[config.mk]
export PLATFORM = sky130hd
export DESIGN_NAME = fight_match_ctrl_flat
export DESIGN_NICKNAME = d
export VERILOG_FILES = /design/src/rtl/fight_pkg.sv /design/src/rtl/fight_match_ctrl_if.sv /design/src/rtl/fight_action_slot.sv /design/src/rtl/fight_match_ctrl.sv /design/src/flat_wrapper.sv
export SDC_FILE = /design/constraint.sdc
export NUM_CORES = 1
export LEC_CHECK = 0
export ABC_AREA = 1
export CAP_MARGIN = 25
export CORE_UTILIZATION = 51
export DETAILED_ROUTE_END_ITERATION = 8
export PLACE_DENSITY = 0.89
export SLEW_MARGIN = 20
export SYNTH_ARGS = -nofsm -noshare
export SYNTH_HDL_FRONTEND = slang
export SYNTH_SLANG_ARGS = --single-unit
[constraint.sdc]
create_clock -name clk -period 1.9 [get_ports clk]
set_clock_uncertainty 0.1 [all_clocks]
set_input_delay 0.57 -clock clk [delete_from_list [all_inputs] [get_ports clk]]
set_output_delay 0.57 -clock clk [all_outputs]
set_load 0.01 [all_outputs]
[src/rtl/fight_pkg.sv]
// Shared types and constants for the fighting-game match sequencer.
//   - state_e        : sequencer states
//   - ACT_W          : action width toward the core
//   - IDLE_ACTION_DFLT: action substituted when a player times out
//   - WINNER_*       : matchWinner encodings
//   - winner_of()    : score comparison for the final result
package fight_pkg;

   localparam int ACT_W = 3;
   localparam int TMR_W = 4;

   localparam logic [ACT_W-1:0] IDLE_ACTION_DFLT = 3'b000;

   localparam logic [1:0] WINNER_NONE = 2'b00;
   localparam logic [1:0] WINNER_P1   = 2'b01;
   localparam logic [1:0] WINNER_P2   = 2'b10;
   localparam logic [1:0] WINNER_TIE  = 2'b11;

   typedef enum logic [2:0] {
      IDLE,
      RESET_GAME,
      COLLECT,
      ISSUE,
      GAP,
      CHECK,
      ROUND_END,
      MATCH_END
   } state_e;

   function automatic logic [1:0] winner_of(input logic [1:0] s1, input logic [1:0] s2);
      if (s1 > s2)      return WINNER_P1;
      else if (s2 > s1) return WINNER_P2;
      else              return WINNER_TIE;
   endfunction

endpackage

[src/rtl/fight_match_ctrl_if.sv]
// Bus between the match sequencer and its environment (players + core).
//   master : testbench / system side (drives requests, core win flags)
//   slave  : fight_match_ctrl side (drives readies, core actions, status)
interface fight_match_ctrl_if;
   import fight_pkg::*;

   logic             startMatch;
   logic             req1Valid;
   logic [ACT_W-1:0] req1Action;
   logic             req1Ready;
   logic             req2Valid;
   logic [ACT_W-1:0] req2Action;
   logic             req2Ready;
   logic             firstWin;
   logic             secondWin;
   logic [ACT_W-1:0] action1;
   logic [ACT_W-1:0] action2;
   logic             actionEnable;
   logic             gameResetN;
   logic [1:0]       score1;
   logic [1:0]       score2;
   logic [2:0]       roundNum;
   logic             matchOver;
   logic [1:0]       matchWinner;
   logic             busy;

   modport master (
      output startMatch, req1Valid, req1Action, req2Valid, req2Action, firstWin, secondWin,
      input  req1Ready, req2Ready, action1, action2, actionEnable, gameResetN,
             score1, score2, roundNum, matchOver, matchWinner, busy
   );

   modport slave (
      input  startMatch, req1Valid, req1Action, req2Valid, req2Action, firstWin, secondWin,
      output req1Ready, req2Ready, action1, action2, actionEnable, gameResetN,
             score1, score2, roundNum, matchOver, matchWinner, busy
   );

endinterface

[src/rtl/fight_action_slot.sv]
// One player's action slot: valid/ready capture with a timeout default.
//   clear        : empty the slot (action value is kept for the issue phase)
//   collect_nxt  : sequencer will be collecting next cycle
//   load_default : timeout cycle; an empty slot takes DEFAULT_ACTION
//   valid/action_in -> ready/full/action
module fight_action_slot
   import fight_pkg::*;
#(
   parameter logic [ACT_W-1:0] DEFAULT_ACTION = IDLE_ACTION_DFLT
) (
   input  logic             clk,
   input  logic             rst,
   input  logic             clear,
   input  logic             collect_nxt,
   input  logic             load_default,
   input  logic             valid,
   input  logic [ACT_W-1:0] action_in,
   output logic             ready,
   output logic             full,
   output logic [ACT_W-1:0] action
);

   logic             full_q, full_d;
   logic             ready_q, ready_d;
   logic [ACT_W-1:0] action_q, action_d;
   logic             accept;

   always_comb begin
      accept   = valid & ready_q;
      full_d   = full_q;
      action_d = action_q;
      // a real acceptance on the timeout cycle beats the default
      if (clear) begin
         full_d = 1'b0;
      end else if (accept) begin
         full_d   = 1'b1;
         action_d = action_in;
      end else if (load_default && !full_q) begin
         full_d   = 1'b1;
         action_d = DEFAULT_ACTION;
      end
      // ready is a flop so it drops the cycle after the slot fills
      ready_d = collect_nxt & ~full_d;
   end

   always_ff @(posedge clk or posedge rst) begin
      if (rst) begin
         full_q   <= 1'b0;
         ready_q  <= 1'b0;
         action_q <= DEFAULT_ACTION;
      end else begin
         full_q   <= full_d;
         ready_q  <= ready_d;
         action_q <= action_d;
      end
   end

   assign ready  = ready_q;
   assign full   = full_q;
   assign action = action_q;

endmodule

[src/rtl/fight_match_ctrl.sv]
// Best-of-N match sequencer for the two-player fighting-game core.
//   clk, reset : clock, async active-high reset
//   bus.slave  : player request handshakes, core action/enable/reset,
//                core win flags, score/round/match status
//
// state      | meaning
// IDLE       | core held in reset, waiting for startMatch
// RESET_GAME | core reset low for RESET_CYCLES
// COLLECT    | gathering one action per player, timeout running
// ISSUE      | actions applied, actionEnable for ENABLE_CYCLES
// GAP        | one quiet cycle before sampling the result
// CHECK      | sample firstWin/secondWin, score the round
// ROUND_END  | decide next round or match end
// MATCH_END  | result shown until a new startMatch
//
// All core-facing outputs are flops fed from the current state, so they
// follow the state by one cycle.
module fight_match_ctrl
   import fight_pkg::*;
#(
   parameter int               WINS_NEEDED   = 2,
   parameter int               MAX_ROUNDS    = 5,
   parameter int               TURN_TIMEOUT  = 8,
   parameter int               ENABLE_CYCLES = 2,
   parameter int               RESET_CYCLES  = 2,
   parameter logic [ACT_W-1:0] IDLE_ACTION   = IDLE_ACTION_DFLT
) (
   input  logic              clk,
   input  logic              reset,
   fight_match_ctrl_if.slave bus
);

   localparam logic [1:0]       WINS_L   = 2'(WINS_NEEDED);
   localparam logic [2:0]       MAX_L    = 3'(MAX_ROUNDS);
   localparam logic [TMR_W-1:0] TO_LOAD  = TMR_W'(TURN_TIMEOUT - 1);
   localparam logic [TMR_W-1:0] EN_LOAD  = TMR_W'(ENABLE_CYCLES - 1);
   localparam logic [TMR_W-1:0] RST_LOAD = TMR_W'(RESET_CYCLES - 1);

   state_e           state_q, state_d;
   logic [TMR_W-1:0] tmr_q, tmr_d;
   logic [1:0]       score1_q, score1_d, score2_q, score2_d;
   logic [1:0]       winner_q, winner_d;
   logic [2:0]       round_q, round_d;
   logic [ACT_W-1:0] action1_q, action1_d, action2_q, action2_d;
   logic             enable_q, enable_d, grst_n_q, grst_n_d;
   logic             over_q, over_d, busy_q, busy_d;

   logic             timeout, slot_clear, collect_nxt;
   logic             full1, full2, ready1, ready2;
   logic [ACT_W-1:0] slot1_action, slot2_action;

   fight_action_slot #(.DEFAULT_ACTION(IDLE_ACTION)) u_slot1 (
      .clk          (clk),
      .rst          (reset),
      .clear        (slot_clear),
      .collect_nxt  (collect_nxt),
      .load_default (timeout),
      .valid        (bus.req1Valid),
      .action_in    (bus.req1Action),
      .ready        (ready1),
      .full         (full1),
      .action       (slot1_action)
   );

   fight_action_slot #(.DEFAULT_ACTION(IDLE_ACTION)) u_slot2 (
      .clk          (clk),
      .rst          (reset),
      .clear        (slot_clear),
      .collect_nxt  (collect_nxt),
      .load_default (timeout),
      .valid        (bus.req2Valid),
      .action_in    (bus.req2Action),
      .ready        (ready2),
      .full         (full2),
      .action       (slot2_action)
   );

   always_comb begin
      state_d  = state_q;
      tmr_d    = tmr_q;
      score1_d = score1_q;
      score2_d = score2_q;
      round_d  = round_q;
      winner_d = winner_q;
      timeout  = 1'b0;

      unique case (state_q)
         IDLE: begin
            if (bus.startMatch) begin
               state_d  = RESET_GAME;
               tmr_d    = RST_LOAD;
               score1_d = 2'd0;
               score2_d = 2'd0;
               round_d  = 3'd0;
               winner_d = WINNER_NONE;
            end
         end
         RESET_GAME: begin
            if (tmr_q == '0) begin
               state_d = COLLECT;
               tmr_d   = TO_LOAD;
            end else begin
               tmr_d = tmr_q - 1'b1;
            end
         end
         COLLECT: begin
            timeout = (tmr_q == '0);
            if ((full1 && full2) || timeout) begin
               state_d = ISSUE;
               tmr_d   = EN_LOAD;
            end else begin
               tmr_d = tmr_q - 1'b1;
            end
         end
         ISSUE: begin
            if (tmr_q == '0) state_d = GAP;
            else             tmr_d   = tmr_q - 1'b1;
         end
         GAP: begin
            state_d = CHECK;
         end
         CHECK: begin
            if (!bus.firstWin && !bus.secondWin) begin
               state_d = COLLECT;
               tmr_d   = TO_LOAD;
            end else begin
               if (bus.firstWin && !bus.secondWin && score1_q != 2'd3) score1_d = score1_q + 2'd1;
               if (bus.secondWin && !bus.firstWin && score2_q != 2'd3) score2_d = score2_q + 2'd1;
               if (round_q != 3'd7) round_d = round_q + 3'd1;
               state_d = ROUND_END;
            end
         end
         ROUND_END: begin
            if (score1_q == WINS_L || score2_q == WINS_L || round_q == MAX_L) begin
               state_d = MATCH_END;
            end else begin
               state_d = RESET_GAME;
               tmr_d   = RST_LOAD;
            end
         end
         MATCH_END: begin
            winner_d = winner_of(score1_q, score2_q);
            if (bus.startMatch) begin
               state_d  = RESET_GAME;
               tmr_d    = RST_LOAD;
               score1_d = 2'd0;
               score2_d = 2'd0;
               round_d  = 3'd0;
               winner_d = WINNER_NONE;
            end
         end
         default: state_d = IDLE;
      endcase

      // slots only fill in COLLECT; clearing just the full flag elsewhere
      // keeps the captured actions available to ISSUE
      slot_clear  = (state_q != COLLECT);
      collect_nxt = (state_d == COLLECT);

      enable_d  = (state_q == ISSUE);
      grst_n_d  = !(state_q == IDLE || state_q == RESET_GAME);
      over_d    = (state_q == MATCH_END);
      busy_d    = (state_q != IDLE);
      action1_d = (state_q == ISSUE) ? slot1_action : action1_q;
      action2_d = (state_q == ISSUE) ? slot2_action : action2_q;
   end

   always_ff @(posedge clk or posedge reset) begin
      if (reset) begin
         state_q   <= IDLE;
         tmr_q     <= '0;
         score1_q  <= 2'd0;
         score2_q  <= 2'd0;
         round_q   <= 3'd0;
         winner_q  <= WINNER_NONE;
         action1_q <= IDLE_ACTION;
         action2_q <= IDLE_ACTION;
         enable_q  <= 1'b0;
         grst_n_q  <= 1'b0;
         over_q    <= 1'b0;
         busy_q    <= 1'b0;
      end else begin
         state_q   <= state_d;
         tmr_q     <= tmr_d;
         score1_q  <= score1_d;
         score2_q  <= score2_d;
         round_q   <= round_d;
         winner_q  <= winner_d;
         action1_q <= action1_d;
         action2_q <= action2_d;
         enable_q  <= enable_d;
         grst_n_q  <= grst_n_d;
         over_q    <= over_d;
         busy_q    <= busy_d;
      end
   end

   assign bus.req1Ready    = ready1;
   assign bus.req2Ready    = ready2;
   assign bus.action1      = action1_q;
   assign bus.action2      = action2_q;
   assign bus.actionEnable = enable_q;
   assign bus.gameResetN   = grst_n_q;
   assign bus.score1       = score1_q;
   assign bus.score2       = score2_q;
   assign bus.roundNum     = round_q;
   assign bus.matchOver    = over_q;
   assign bus.matchWinner  = winner_q;
   assign bus.busy         = busy_q;

endmodule

[src/flat_wrapper.sv]
// flat-port wrapper written by rule: the top's interface ports become plain ports
module fight_match_ctrl_flat import fight_pkg::*;
#(
   parameter int               WINS_NEEDED   = 2,
   parameter int               MAX_ROUNDS    = 5,
   parameter int               TURN_TIMEOUT  = 8,
   parameter int               ENABLE_CYCLES = 2,
   parameter int               RESET_CYCLES  = 2,
   parameter logic [ACT_W-1:0] IDLE_ACTION   = IDLE_ACTION_DFLT
)
  (clk, reset, bus_startMatch, bus_req1Valid, bus_req1Action, bus_req2Valid, bus_req2Action, bus_firstWin, bus_secondWin, bus_req1Ready, bus_req2Ready, bus_action1, bus_action2, bus_actionEnable, bus_gameResetN, bus_score1, bus_score2, bus_roundNum, bus_matchOver, bus_matchWinner, bus_busy);
  fight_match_ctrl_if bus_i ();
  input  logic clk;
  input  logic reset;
  input wire logic [$bits(bus_i.startMatch)-1:0] bus_startMatch;
  input wire logic [$bits(bus_i.req1Valid)-1:0] bus_req1Valid;
  input wire logic [$bits(bus_i.req1Action)-1:0] bus_req1Action;
  input wire logic [$bits(bus_i.req2Valid)-1:0] bus_req2Valid;
  input wire logic [$bits(bus_i.req2Action)-1:0] bus_req2Action;
  input wire logic [$bits(bus_i.firstWin)-1:0] bus_firstWin;
  input wire logic [$bits(bus_i.secondWin)-1:0] bus_secondWin;
  output wire logic [$bits(bus_i.req1Ready)-1:0] bus_req1Ready;
  output wire logic [$bits(bus_i.req2Ready)-1:0] bus_req2Ready;
  output wire logic [$bits(bus_i.action1)-1:0] bus_action1;
  output wire logic [$bits(bus_i.action2)-1:0] bus_action2;
  output wire logic [$bits(bus_i.actionEnable)-1:0] bus_actionEnable;
  output wire logic [$bits(bus_i.gameResetN)-1:0] bus_gameResetN;
  output wire logic [$bits(bus_i.score1)-1:0] bus_score1;
  output wire logic [$bits(bus_i.score2)-1:0] bus_score2;
  output wire logic [$bits(bus_i.roundNum)-1:0] bus_roundNum;
  output wire logic [$bits(bus_i.matchOver)-1:0] bus_matchOver;
  output wire logic [$bits(bus_i.matchWinner)-1:0] bus_matchWinner;
  output wire logic [$bits(bus_i.busy)-1:0] bus_busy;
  assign bus_i.startMatch = bus_startMatch;
  assign bus_i.req1Valid = bus_req1Valid;
  assign bus_i.req1Action = bus_req1Action;
  assign bus_i.req2Valid = bus_req2Valid;
  assign bus_i.req2Action = bus_req2Action;
  assign bus_i.firstWin = bus_firstWin;
  assign bus_i.secondWin = bus_secondWin;
  assign bus_req1Ready = bus_i.req1Ready;
  assign bus_req2Ready = bus_i.req2Ready;
  assign bus_action1 = bus_i.action1;
  assign bus_action2 = bus_i.action2;
  assign bus_actionEnable = bus_i.actionEnable;
  assign bus_gameResetN = bus_i.gameResetN;
  assign bus_score1 = bus_i.score1;
  assign bus_score2 = bus_i.score2;
  assign bus_roundNum = bus_i.roundNum;
  assign bus_matchOver = bus_i.matchOver;
  assign bus_matchWinner = bus_i.matchWinner;
  assign bus_busy = bus_i.busy;
  fight_match_ctrl #(.WINS_NEEDED(WINS_NEEDED), .MAX_ROUNDS(MAX_ROUNDS), .TURN_TIMEOUT(TURN_TIMEOUT), .ENABLE_CYCLES(ENABLE_CYCLES), .RESET_CYCLES(RESET_CYCLES), .IDLE_ACTION(IDLE_ACTION)) u_core (.clk(clk), .reset(reset), .bus(bus_i));
endmodule
### After elaboration in Yosys (flattened, before gate mapping)

Cells that the tools add are included.

* bitwise gates (word level): 7
* add/sub/neg operators: 4
* eq/ne operators: 24
* order comparisons: 2
* mux-type cells: 40
* reductions and logical operators: 33

Operators by type and width (count)
* $mux 3: 13
* $mux 4: 6
* $pmux 4 s6: 1
* $pmux 3 s7: 1
* $eq 3x3->1 const B: 5
* $mux 2: 7
* $ne 2x2->1 const B: 6
* $pmux 2 s2: 3
* $reduce_and 4->1: 3
* $ne 2x1->1 const B: 5
* $eq 3x2->1 const B: 3
* $logic_and 1x1->1: 8
* $mux 1: 8
* $reduce_bool 2->1: 4
* $pmux 3 s2: 1
* $reduce_and 2->1: 3
* $reduce_bool 6->1: 1
* $logic_not 1->1: 5
* $reduce_and 5->1: 1
* $add 2x1->2 const B: 2
* $and 1x1->1: 4
* $eq 2x2->1 const B: 2
* $gt 2x2->1: 2
* $logic_not 4->1: 1
* other kinds (10): 15

* bits in registers: 36
* word-level logic and storage cells: 128

### Depth between registers and ports, before layout

Gate-level depths: netlist of run 1.

* word-level depth: 8
* depth in mapped cells: 10
* mapped depth without buffers: 10

### By module

Synthesis of run 1 repeated with hierarchy kept, for this count alone.

* cell total of the unflattened synthesis: 245
* area total of the unflattened synthesis: 2054.5 µm²

By module, submodules not included
* fight_match_ctrl: area an instance 1621.6 µm², cells each 195, instances 1
* fight_action_slot: area an instance 216.5 µm², cells each 25, instances 2

### Least setup slack after synthesis of run 1

OpenSTA, ideal clock, no wires.

* path kind: register to register
* start: reg u_core.tmr_q[0]
* end: reg u_core.tmr_q[2]
* setup time: 0.117 ns
* buffers on the path: 0
* arrival: 1.341 ns
* slack: 0.342 ns
* period minus slack after synthesis: 1.558 ns
* stages on the path, launching flop included: 11
* cell sequence: dfrtp_1 > inv_1 > ha_1 > nand2_1 > inv_1 > nand2_1 > nand3_1 > nor2_4 > inv_2 > nand2_1 > nand2_1

* cells in the longest elaborated chain, start to end: 4
* elaborated cells between the ends (all ways): 9
* classes of those cells: 1 x add/sub; 1 x eq/ne; 4 x mux; 3 x reduce/logical

Ends and longest elaborated chain
* start, declared: RTL line fight_match_ctrl.sv:40 `logic [TMR_W-1:0] tmr_q, tmr_d;`
* start signal, assigned: RTL line fight_match_ctrl.sv:184 `tmr_q <= tmr_d;`
* parallel branches: the longest is 4 deep, another holds $sub 4x1->4

Parallel ways; which one is timed is not known. The select of a mux whose other input is x is not followed.
A chain may end at the register's enable or synchronous reset.

### Final worst setup path of run 1

* start: reg u_core.score1_q[0], in the netlist u_core.bus.score1[0]
* end: reg u_core.tmr_q[2]

* cells in the longest elaborated chain, start to end: 5

Ends and longest elaborated chain
* start, declared: RTL line fight_match_ctrl.sv:41 `logic [1:0] score1_q, score1_d, score2_q, score2_d;`
* start signal, assigned: RTL line fight_match_ctrl.sv:185 `score1_q <= score1_d;`
* $eq 2x2->1: RTL line fight_match_ctrl.sv:134 `if (score1_q == WINS_L || score2_q == WINS_L || round_q == MAX_L) begin`
* $logic_or 1x1->1 (2 in a row): RTL line fight_match_ctrl.sv:134
* $ne 2x2->1 (no line)
* $reduce_and 5->1 (no line)

Every way passes these cells.

==> summary.md, run 1 <==
| Metric | Value |
|---|---|
| Status | finished clean |
| Die width | just over 60 um |
| Min-delay worst type | reg -> reg |
| Worst-path cell chain | buf_4 -> inv_1 -> ha_1 -> nor2_1 -> nand2_1 -> nand2_1 -> nand3_1 -> nor2_4 -> inv_2 -> nand2_1 -> nand2_1 |
| Site row count | 21 |
| PortBufs | 33 |
| Worst skew pair latency | 0.34 ns |
| Layout cells sized above 1 | between 10% and 20% |
| Clock sink total | 36 |
| CP max stage cell | dfrtp_1 |
| Setup Viol. Count Final | 0 |
| Switching power | about 1.5 mW |
| Least-Margin Pin Slew | 0.337 ns |
| Chip height | between 60 and 70 um |
| CP Launch Type | flop |
| CTS tree | built |
| Final worst path period share | 91.0% |
| Total Routing Usage GR | a little under a quarter |
| Power density cells | around 1500 mW/mm^2 |
| TritonCTS Buffers | 5 |
| Critical path arrival | 1.87 ns |
| Synth Register Bits | 36 |
| Clk root buf | clkbuf_4 |
| Period minus WS final | ~1.7 ns |
| Critical Path RT | 2.04 ns |
| Synth top area cells | dfrtp_1 49%, nand2_1 10%, inv_1 8.5% |
| Drt first pass iters | 4 |
| Number of global-route vias before repair | around 1500 |
| Initial antenna violation count | 0 |
| Worst setup path class | reg -> reg |
| Max VDD drop | about 0.73 mV |
| Clock buffer depth | 2 |
| Comb power frac | between 50 and 60% |
| Setup slack after placement | -0.133 ns |
| Post-DP HPWL | roughly 2.8 mm |
| Syn avg cell area | ~8.2 sq um |
| Initial DRC count | ~80 |
| Sw Share | 42.5% |
| Ys Warns | 0 |
| Vias per inst | between 5 and 6 |
| Number of distinct library cells after synthesis | 22 |
| First-pass GRT wire length | 6.35 mm |
| Max incr delay on CP | 0.38 ns |
| Die Area | between 0.003 and 0.004 sq mm |
| Area leader, netlist | dfrtp_1 |
| Nets@finish | 300 |
| Core area | roughly 0.0034 sq mm |
| Post-route ant nets | 0 |
| Avg WL per Cell | about 12 um |
| Fmax | 579 MHz |
| Total vias in the final route | between 1500 and 2000 |
| CP endpoint kind | flop |
| Area Overhead vs Synth | 32.0% |
| CP dominant cell by count | nand2_1 |
| # IOs | 34 |
| Mapped cell area | ~0.0018 sq mm |
| Final core occ | 70.9% |
| Max-slew violations | 0 |
| Layout fillers | around 280 |
| # H-tree levels | 2 |
| Clock network power share | between 10% and 20% |
| Relative slew slack | between 70% and 80% |
| Crit path max fanout | 7 |
| MaxCap Viol Count | 0 |
| Diode count | 0 |
| Hold Fails Final Rpt | 0 |
| Top-area cell type share of the netlist area | between 40 and 50% |
| Synth Instances | 223 |
| Gr ovfl total | 0 |
| Clk slew on worst S/H paths | roughly 0.10 ns |
| DRC viols | 0 |
| Static Leak | roughly 1.3 nW |
| Syn nets | roughly 250 |
| Internal power | 2.09 mW |
| Final wirelength | about 3.8 mm |
| Routability cong. | 0.846 |
| Initial Utilization | around 54% |
| Hold WS | about 0.39 ns |
| Register area share after synthesis | ~49% |
| Largest net degree at the start of global routing | 37 |
| RSZ-0062 raised after global routing | false |
| Worst setup margin | ~0.17 ns |
| Sequential power share | around a third |
==> placed cells by master, fill, tap and decap left out, types with 2 or more instances in the layout <==
cell	count
nor2_2	2
dlygate4sd2_1	18
nand3_1	16
o21ai_0	14
nand4_1	4
o22ai_1	6
dlymetal6s2s_1	3
nand2_1	49
inv_1	41
clkbuf_4	5
o21ai_1	8
dfrtp_1	36
inv_2	2
clkdlybuf4s50_1	12
ha_1	10
buf_4	14
a21oi_1	8
nor2_1	17
==> repair_timing <==
action | CTS | global route
setup endpoints to repair | 18 | 6
buffers inserted | 6 | 0
pin swaps | 0 | 0
gates resized for setup | 18 | 5
gates cloned | 0 | 0
hold buffers | 0 | 0
==> per-layer routing <==
metal  global-route usage (%)  vias up  routed length (um)
li1                         -      823                   -
met1                     25.8      755                1560
met2                     40.9       61                1900
met3                     7.87       11                 237
met4                     10.2        0                  70
met5                        0        -                   0
==> cells in the mapped netlist (all sizes together) <==
| cell | instances |
|---|---|
| a21oi | 9 |
| buf | 1 |
| nand3 | 17 |
| nand2 | 50 |
| nand4 | 4 |
| nand3b | 1 |
| nor2 | 20 |
| and2 | 1 |
| o21ai | 22 |
| inv | 43 |
| o31ai | 2 |
| o22ai | 6 |
| ha | 10 |
| dfrtp | 36 |
| xor2 | 1 |
==> area by class of cell <==
type	instances	area [sq um]	share of cell area [%]
clock buffers	6	41.3	1.72
clock inverters	2	35.0	1.46
inverters	43	161	6.72
multi-input cells	143	766	31.9
flip-flops and latches	36	901	37.5
well taps	46	57.6	2.40
repair buffers	48	440	18.3
==> critical path: cells and delay by family (launching register included) <==
kind          cells  cell delay [ns]
buf+inv           3             0.24
flops             1             0.38
fa+ha+maj         1             0.22
simple gates      7             0.69
==> per-stage QoR <==
| step | instance area, sq um | TNS, ns | cells | total power [mW] |
|---|---|---|---|---|
| after floorplan | 1820 | 0 | 223 | 2.44 |
| after detailed placement | 2280 | -0.676 | 310 | 3.13 |
| after CTS | 2380 | 0 | 324 | 3.64 |
| after global placement | 2280 | -0.262 | 310 | 3.06 |
| final | 2400 | 0 | 324 | 3.64 |
| after global routing | 2400 | 0 | 324 | 4.00 |
==> flip-flops by register name, summed over array words and instances (netlist names), 3 cells and up <==
signal / count
u_core.bus.roundNum: 3
u_core.tmr_q: 4
u_core.bus.action2: 3
u_core.u_slot1.action: 3
u_core.state_q: 3
u_core.u_slot2.action: 3
u_core.bus.action1: 3
==> worst paths after layout <==
kind	endpoint	from	slack (ns)	cells past startpoint
worst max-delay path	u_core.tmr_q[2]$_DFFE_PP0P_	u_core.bus.score1[0]$_DFFE_PP0P_	0.17	11
worst min-delay path	u_core.bus.action2[0]$_DFFE_PP0P_	u_core.bus.action2[0]$_DFFE_PP0P_	0.39	2
worst max register to register	u_core.tmr_q[2]$_DFFE_PP0P_	u_core.bus.score1[0]$_DFFE_PP0P_	0.17	11
worst min register to register	u_core.bus.action2[0]$_DFFE_PP0P_	u_core.bus.action2[0]$_DFFE_PP0P_	0.39	2
max in group asynchronous	u_core.bus.action2[2]$_DFFE_PP0P_	reset	1.05	3
min in group asynchronous	u_core.bus.matchWinner[1]$_DFFE_PP0P_	reset	0.45	3
==> power by group through the flow <==
| stage | clock [mW] | combinational, mW | sequential [mW] |
|---|---|---|---|
| after floorplan | 0 | 1.13 | 1.31 |
| after global routing | 0.578 | 2.16 | 1.26 |
| after detailed placement | 0 | 1.85 | 1.27 |
| after global placement | 0 | 1.80 | 1.27 |
| after CTS | 0.538 | 1.88 | 1.22 |
| final | 0.518 | 1.90 | 1.23 |
==> cell families (layout without fill, tap and decap cells) <==
family,Yosys count,in the layout,synth area share (%)
AND/OR/NAND/NOR,93,93,22.3
AO/OA/AOI/OAI,39,39,11.7
buffers and inverters,44,99,9.14
XOR/XNOR,1,1,0.481
adder cells (fa/ha/maj),10,10,6.87
flip-flops,36,36,49.5
No activity file was read; power rests on OpenSTA's default activity.
==> run 2: changes to the inputs <==
--- a/config.mk
+++ b/config.mk
@@ -7,9 +7,10 @@
 export LEC_CHECK = 0
 export ABC_AREA = 1
 export CAP_MARGIN = 25
-export CORE_UTILIZATION = 51
+export CORE_UTILIZATION = 54
+export CTS_BUF_LIST = sky130_fd_sc_hd__clkbuf_4
 export DETAILED_ROUTE_END_ITERATION = 8
-export PLACE_DENSITY = 0.89
+export PLACE_DENSITY = 0.93
 export SLEW_MARGIN = 20
 export SYNTH_ARGS = -nofsm -noshare
 export SYNTH_HDL_FRONTEND = slang
==> summary.md, run 2 (synthesis results as in run 1) <==
| Metric | Value |
|---|---|
| Min-delay worst type | reg -> reg |
| Initial antenna violation count | 0 |
| TritonCTS Buffers | 5 |
| Area Overhead vs Synth | 30.9% |
| Most frequent cells in the layout | 49 x nand2_1, 41 x inv_1, 36 x dfrtp_1, 18 x dlygate4sd2_1, 17 x nor2_1 |
| Max VDD drop | 0.808 mV |
| Setup Viol. Count Final | 0 |
| Clock buffer depth | 2 |
| Buf+Inv Stages, Crit Path | 1 |
| Final wirelength | about 3.8 mm |
| MaxCap Viol Count | 0 |
| Nets@finish | approximately 300 |
| Fmax | between 500 and 600 MHz |
| CTS tree | built |
| Site row count | 20 |
| Switching power | between 1.5 and 2 mW |
| Largest net degree at the start of global routing | 37 |
| Crit path max fanout | 6 |
| Hold depth | 2 |
| Die Area | approximately 0.0036 sq mm |
| Layout cells sized above 1 | 10.8% |
| Post-DP HPWL | around 2.8 mm |
| Critical Path RT | roughly 2.1 ns |
| Commonest non-fill, non-tap cell in the layout | nand2_1 |
| Worst skew pair latency | ~0.35 ns |
| Avg WL per Cell | roughly 12 um |
| Worst setup path class | reg -> reg |
| Levels on crit path | 6 |
| Internal power | 2.07 mW |
| CP max stage cell | o31ai_2 |
| Comb power frac | 51.6% |
| Static Leak | about 1.3 nW |
| Relative slew slack | a little under three quarters |
| Sequential power share | between 30% and 40% |
| # IOs | 34 |
| Period minus WS final | around 1.8 ns |
| Vias per inst | 5.02 |
| Post-route ant nets | 0 |
| Top reg by flops | u_core.tmr_q |
| Least-Margin Pin Slew | between 0.4 and 0.5 ns |
| Clock network power share | 14.8% |
| Post-route setup TNS | 0 ns |
| Placed Area | 0.00227 sq mm |
| CP Launch Type | flop |
| Drt first pass iters | 4 |
| First-pass GRT wire length | between 6 and 7 mm |
| Final worst path period share | 94.2% |
| Status | finished clean |
| Chip height | roughly 60 um |
| Total Routing Usage GR | between 20% and 30% |
| Core area | 0.00313 sq mm |
| Clock sink total | 36 |
| Initial DRC count | about 70 |
| Worst-path cell chain | buf_4 -> ha_1 -> ha_1 -> o31ai_2 -> nand3_1 -> o21ai_0 |
| Die width | between 60 and 70 um |
| Worst r2r path cells | 6 |
| Max reg flops | 4 |
| Critical path's top delay family | compound AO/OA/AOI/OAI gates |
| DRC viols | 0 |
| Power density cells | about 1500 mW/mm^2 |
| Max-slew violations | 0 |
| Sw Share | 43.1% |
| Final instance area | about 0.0024 sq mm |
| Clk root buf | clkbuf_4 |
| Hold Fails Final Rpt | 0 |
| Clk slew on worst S/H paths | ~0.11 ns |
| CP dominant cell by count | ha_1 |
| # H-tree levels | 2 |
| RSZ-0062 raised after global routing | false |
| Total vias in the final route | 1612 |
| Gr ovfl total | 0 |
| Max incr delay on CP | around 0.41 ns |
| Hold WS | ~0.4 ns |
| Critical path arrival | roughly 2.0 ns |
| Diode count | 0 |
| Number of global-route vias before repair | 1482 |
| CP endpoint kind | flop |
| Routability cong. | 0.817 |
| Initial Utilization | between 50% and 60% |
| PortBufs | 33 |
run 2: cell types whose count changed in the layout (fill, tap and decap cells not counted), sizes merged:
cell,before,now
clkbuf,6,5
buf,15,14
clkinvlp,0,1
run 2: tightest hold or removal path, cell delays in order, from the launching register on:
cell     delay (ns)
dfrtp_1        0.36
nand2_1        0.05
o21ai_1        0.06
run 2: final cells by class:
type | instances | area [sq um]
sequential | 36 | 901
multi-input combinational | 143 | 753
fill | 242 | 744
timing repair buffer | 47 | 433
inverter | 43 | 161
tap | 44 | 55.1
clock inverter | 3 | 42.5
clock buffer | 5 | 37.5
run 2: final timing paths:
path,endpoint,slack [ns],from
worst max register to register,u_core.bus.roundNum[0]$_DFFE_PP0P_,0.11,u_core.bus.roundNum[0]$_DFFE_PP0P_
worst min register to register,u_core.bus.action1[0]$_DFFE_PP0P_,0.40,u_core.bus.action1[0]$_DFFE_PP0P_
worst min-delay path,u_core.bus.action1[0]$_DFFE_PP0P_,0.40,u_core.bus.action1[0]$_DFFE_PP0P_
min in group asynchronous,u_core.bus.matchWinner[0]$_DFFE_PP0P_,0.45,reset
max in group asynchronous,u_core.u_slot2.action[1]$_DFFE_PP0P_,1.07,reset
worst max-delay path,u_core.bus.roundNum[0]$_DFFE_PP0P_,0.11,u_core.bus.roundNum[0]$_DFFE_PP0P_
run 2: through the flow:
| step | setup WS [ns] | power (mW) | std cells | util [%] |
|---|---|---|---|---|
| 2_1_floorplan | 0.342 | 2.44 | 223 | - |
| 3_3_place_gp | -0.0535 | 3.05 | 307 | 72.7 |
| 3_5_place_dp | -0.160 | 3.13 | 307 | 72.7 |
| 4_1_cts | 0.000414 | 3.64 | 321 | 76.0 |
| 5_1_grt | 0.0259 | 3.95 | 321 | 76.2 |
| 6_report | 0.110 | 3.64 | 321 | 76.2 |
run 2: timing repair:
| action | 4_1_cts | 5_1_grt |
|---|---|---|
| setup endpoints to repair | 18 | 4 |
| hold endpoints to repair | 0 | 0 |
| resized for setup | 18 | 5 |
| hold buffers | 0 | 0 |
| buffers inserted | 6 | 0 |
run 2: power by group through the flow:
| stage | registers (mW) | clock network (mW) | logic [mW] |
|---|---|---|---|
| floorplan | 1.31 | 0 | 1.13 |
| global placement | 1.27 | 0 | 1.78 |
| detailed placement | 1.27 | 0 | 1.85 |
| CTS | 1.22 | 0.543 | 1.88 |
| global route | 1.26 | 0.579 | 2.11 |
| finish | 1.22 | 0.537 | 1.87 |
run 2: metal layers:
layer	vias to the layer above	track usage [%]	routed length [um]	share of wire, %
li1	820	-	-	-
met4	0	8.31	65	1.7
met2	53	41.3	1880	50
met1	731	28.1	1600	43
met5	-	0	0	0
met3	8	6.06	217	5.8
==> run 3: changes to the inputs <==
--- a/config.mk
+++ b/config.mk
@@ -6,9 +6,10 @@
 export NUM_CORES = 1
 export LEC_CHECK = 0
 export ABC_AREA = 1
-export CAP_MARGIN = 25
+export CAP_MARGIN = 20
 export CORE_UTILIZATION = 54
 export CTS_BUF_LIST = sky130_fd_sc_hd__clkbuf_4
+export CTS_CLUSTER_DIAMETER = 50
 export DETAILED_ROUTE_END_ITERATION = 8
 export PLACE_DENSITY = 0.93
 export SLEW_MARGIN = 20
==> results of run 3 <==
Same layout as run 2: the final DEF is identical, and so are final timing and power.
==> edit, RTL diff (config.mk and constraints of run 2) <==
`ACT_W`: 3 -> 6.
--- a/src/rtl/fight_pkg.sv
+++ b/src/rtl/fight_pkg.sv
@@ -6,7 +6,7 @@
 //   - winner_of()    : score comparison for the final result
 package fight_pkg;
 
-   localparam int ACT_W = 3;
+   localparam int ACT_W = 6;
    localparam int TMR_W = 4;
 
    localparam logic [ACT_W-1:0] IDLE_ACTION_DFLT = 3'b000;
Interface: changed (resized bus_action1, bus_action2, bus_req1Action and bus_req2Action); port bits go from 34 to 46. The function was not compared with the original's and may differ.
==> edit against run 2 <==
  * Clock power rose by 13%
  * Setup slack improved by 0.017 ns
  * Largest power group unchanged
  * Fmax increased by 0.95%
  * Total power up 13%
  * Sequential cell count up 12
  * Largest cell class unchanged
  * Cell area increased by 28%
  * Routed wire length up 35%
  * Synthesized area is 34% higher
==> edit: results <==
{
  "clk_latency_ns": 0.36,
  "worst_pin_slew_ns": 0.431,
  "synth_mux_area_frac": 0.00411,
  "synthTopCellsByArea": "dfrtp_1 (49%), nand2_1 (8.0%), inv_1 (7.1%), ha_1 (5.1%), o21ai_0 (3.9%)",
  "stdcell_count": 382,
  "synth-adder-area-share": 0.0514,
  "async_flop_share": 1.00,
  "grtUsageMet3": 0.0541,
  "num-fill-cells": 338,
  "synth_common_cells": "nand2_1 (52), dfrtp_1 (48), inv_1 (46), o21ai_0 (19), nand3_1 (15)",
  "wl_met2_mm": 2.47,
  "yosys.cell_types.count": 30,
  "wire_per_inst_um": 13.3,
  "grt_pass1_wl_mm": 8.54,
  "vias": 1983,
  "synth_nets": 299,
  "drt_iter0_drc": 119,
  "syn_inst": 270,
  "met1_length_mm": 2.19,
  "critPathMaxFanout": 3,
  "p_leak_uw": 0.00164,
  "layout-drive-gt1-share": 0.173,
  "ys_seq_area_frac": 0.493,
  "areaGrowthSynthToFinish_pct": 25.6,
  "crit_family": "flip-flops",
  "diodes": 0,
  "pwr_density_cell_nw_per_um2": 1350,
  "vdd_ir_drop_max_mv": 0.739,
  "numCtsBuffers": 5,
  "cp_data_arrival_time_ns": 1.10,
  "cts-root-buf": "clkbuf_4",
  "track_usage": 0.226,
  "synth_compound_area_frac": 0.112,
  "met1_usage": 0.287,
  "post_synth_xor_area_fraction": 0.00360,
  "grt_use_met2": 0.364,
  "cpMaxStageDelayCell": "dfrtp_1",
  "nets": 358,
  "clk_pin_slew_ns": 0.14,
  "placed_cells": 367,
  "io_buffers": 45,
  "grt_max_degree": 49,
  "status": "finished clean",
  "place_ws_ns": -0.0635,
  "gp_congestion": 0.921,
  "grt_pass1_vias": 1915,
  "wl_met3_um": 250,
  "max_stage_delay_ns": 0.43,
  "place.detailed.hpwl_mm": 3.68
}
[edit: path summary, 6_finish.rpt]
check / start / to / slack [ns] / cells past startpoint
min in group asynchronous: reset / u_core.bus.action1[5] / 0.44 / 3
min: u_core.bus.action2[2] / u_core.bus.action2[2] / 0.39 / 2
min reg2reg: u_core.bus.action2[2] / u_core.bus.action2[2] / 0.39 / 2
max reg2reg: u_core.tmr_q[0] / u_core.u_slot2.action[1] / 0.13 / 7
max in group asynchronous: reset / u_core.bus.matchWinner[0] / 1.03 / 3
max: u_core.u_slot2.ready / bus_req2Ready / 0.13 / 1
[edit: per-stage QoR]
stage	cell area, sq um	hold slack, ns
floorplan	2440	0.349
global placement	2960	0.364
detailed placement	2960	0.372
CTS	3060	0.400
global route	3060	0.434
finish	3060	0.394
[edit: layout make-up]
type | count | area share
sequential | 48 | 0.393
timing repair buffer | 57 | 0.170
multi-input combinational | 164 | 0.321
clock buffer | 6 | 0.0147
inverter | 53 | 0.0683
tap | 52 | 0.0213
clock inverter | 2 | 0.0115
[edit: where the power goes]
part / switching [uW] / total, uW / internal (uW)
logic: 1180 / 1960 / 785
registers: 238 / 1550 / 1310
clock network: 314 / 605 / 291
total: 1730 / 4120 / 2390
[edit: kinds of logic (layout without fill, tap and decap cells)]
kind of cell	count (synthesis)	after routing
buffers and inverters	58	118
AO/OA/AOI/OAI	46	46
flip-flops	48	48
XOR/XNOR	1	1
AND/OR/NAND/NOR	106	106
adder cells (fa/ha/maj)	10	10
multiplexers	1	1
[edit: timing repair]
item | in CTS | in global routing
gates resized for setup | 28 | 0
endpoints found under the setup margin | 27 | 0
setup buffers | 7 | 0
[edit: tightest hold or removal path, cell delays in order, from the launching register on]
cell and delay [ns]:
dfrtp_1 0.36, nand2_1 0.05, o21ai_0 0.06
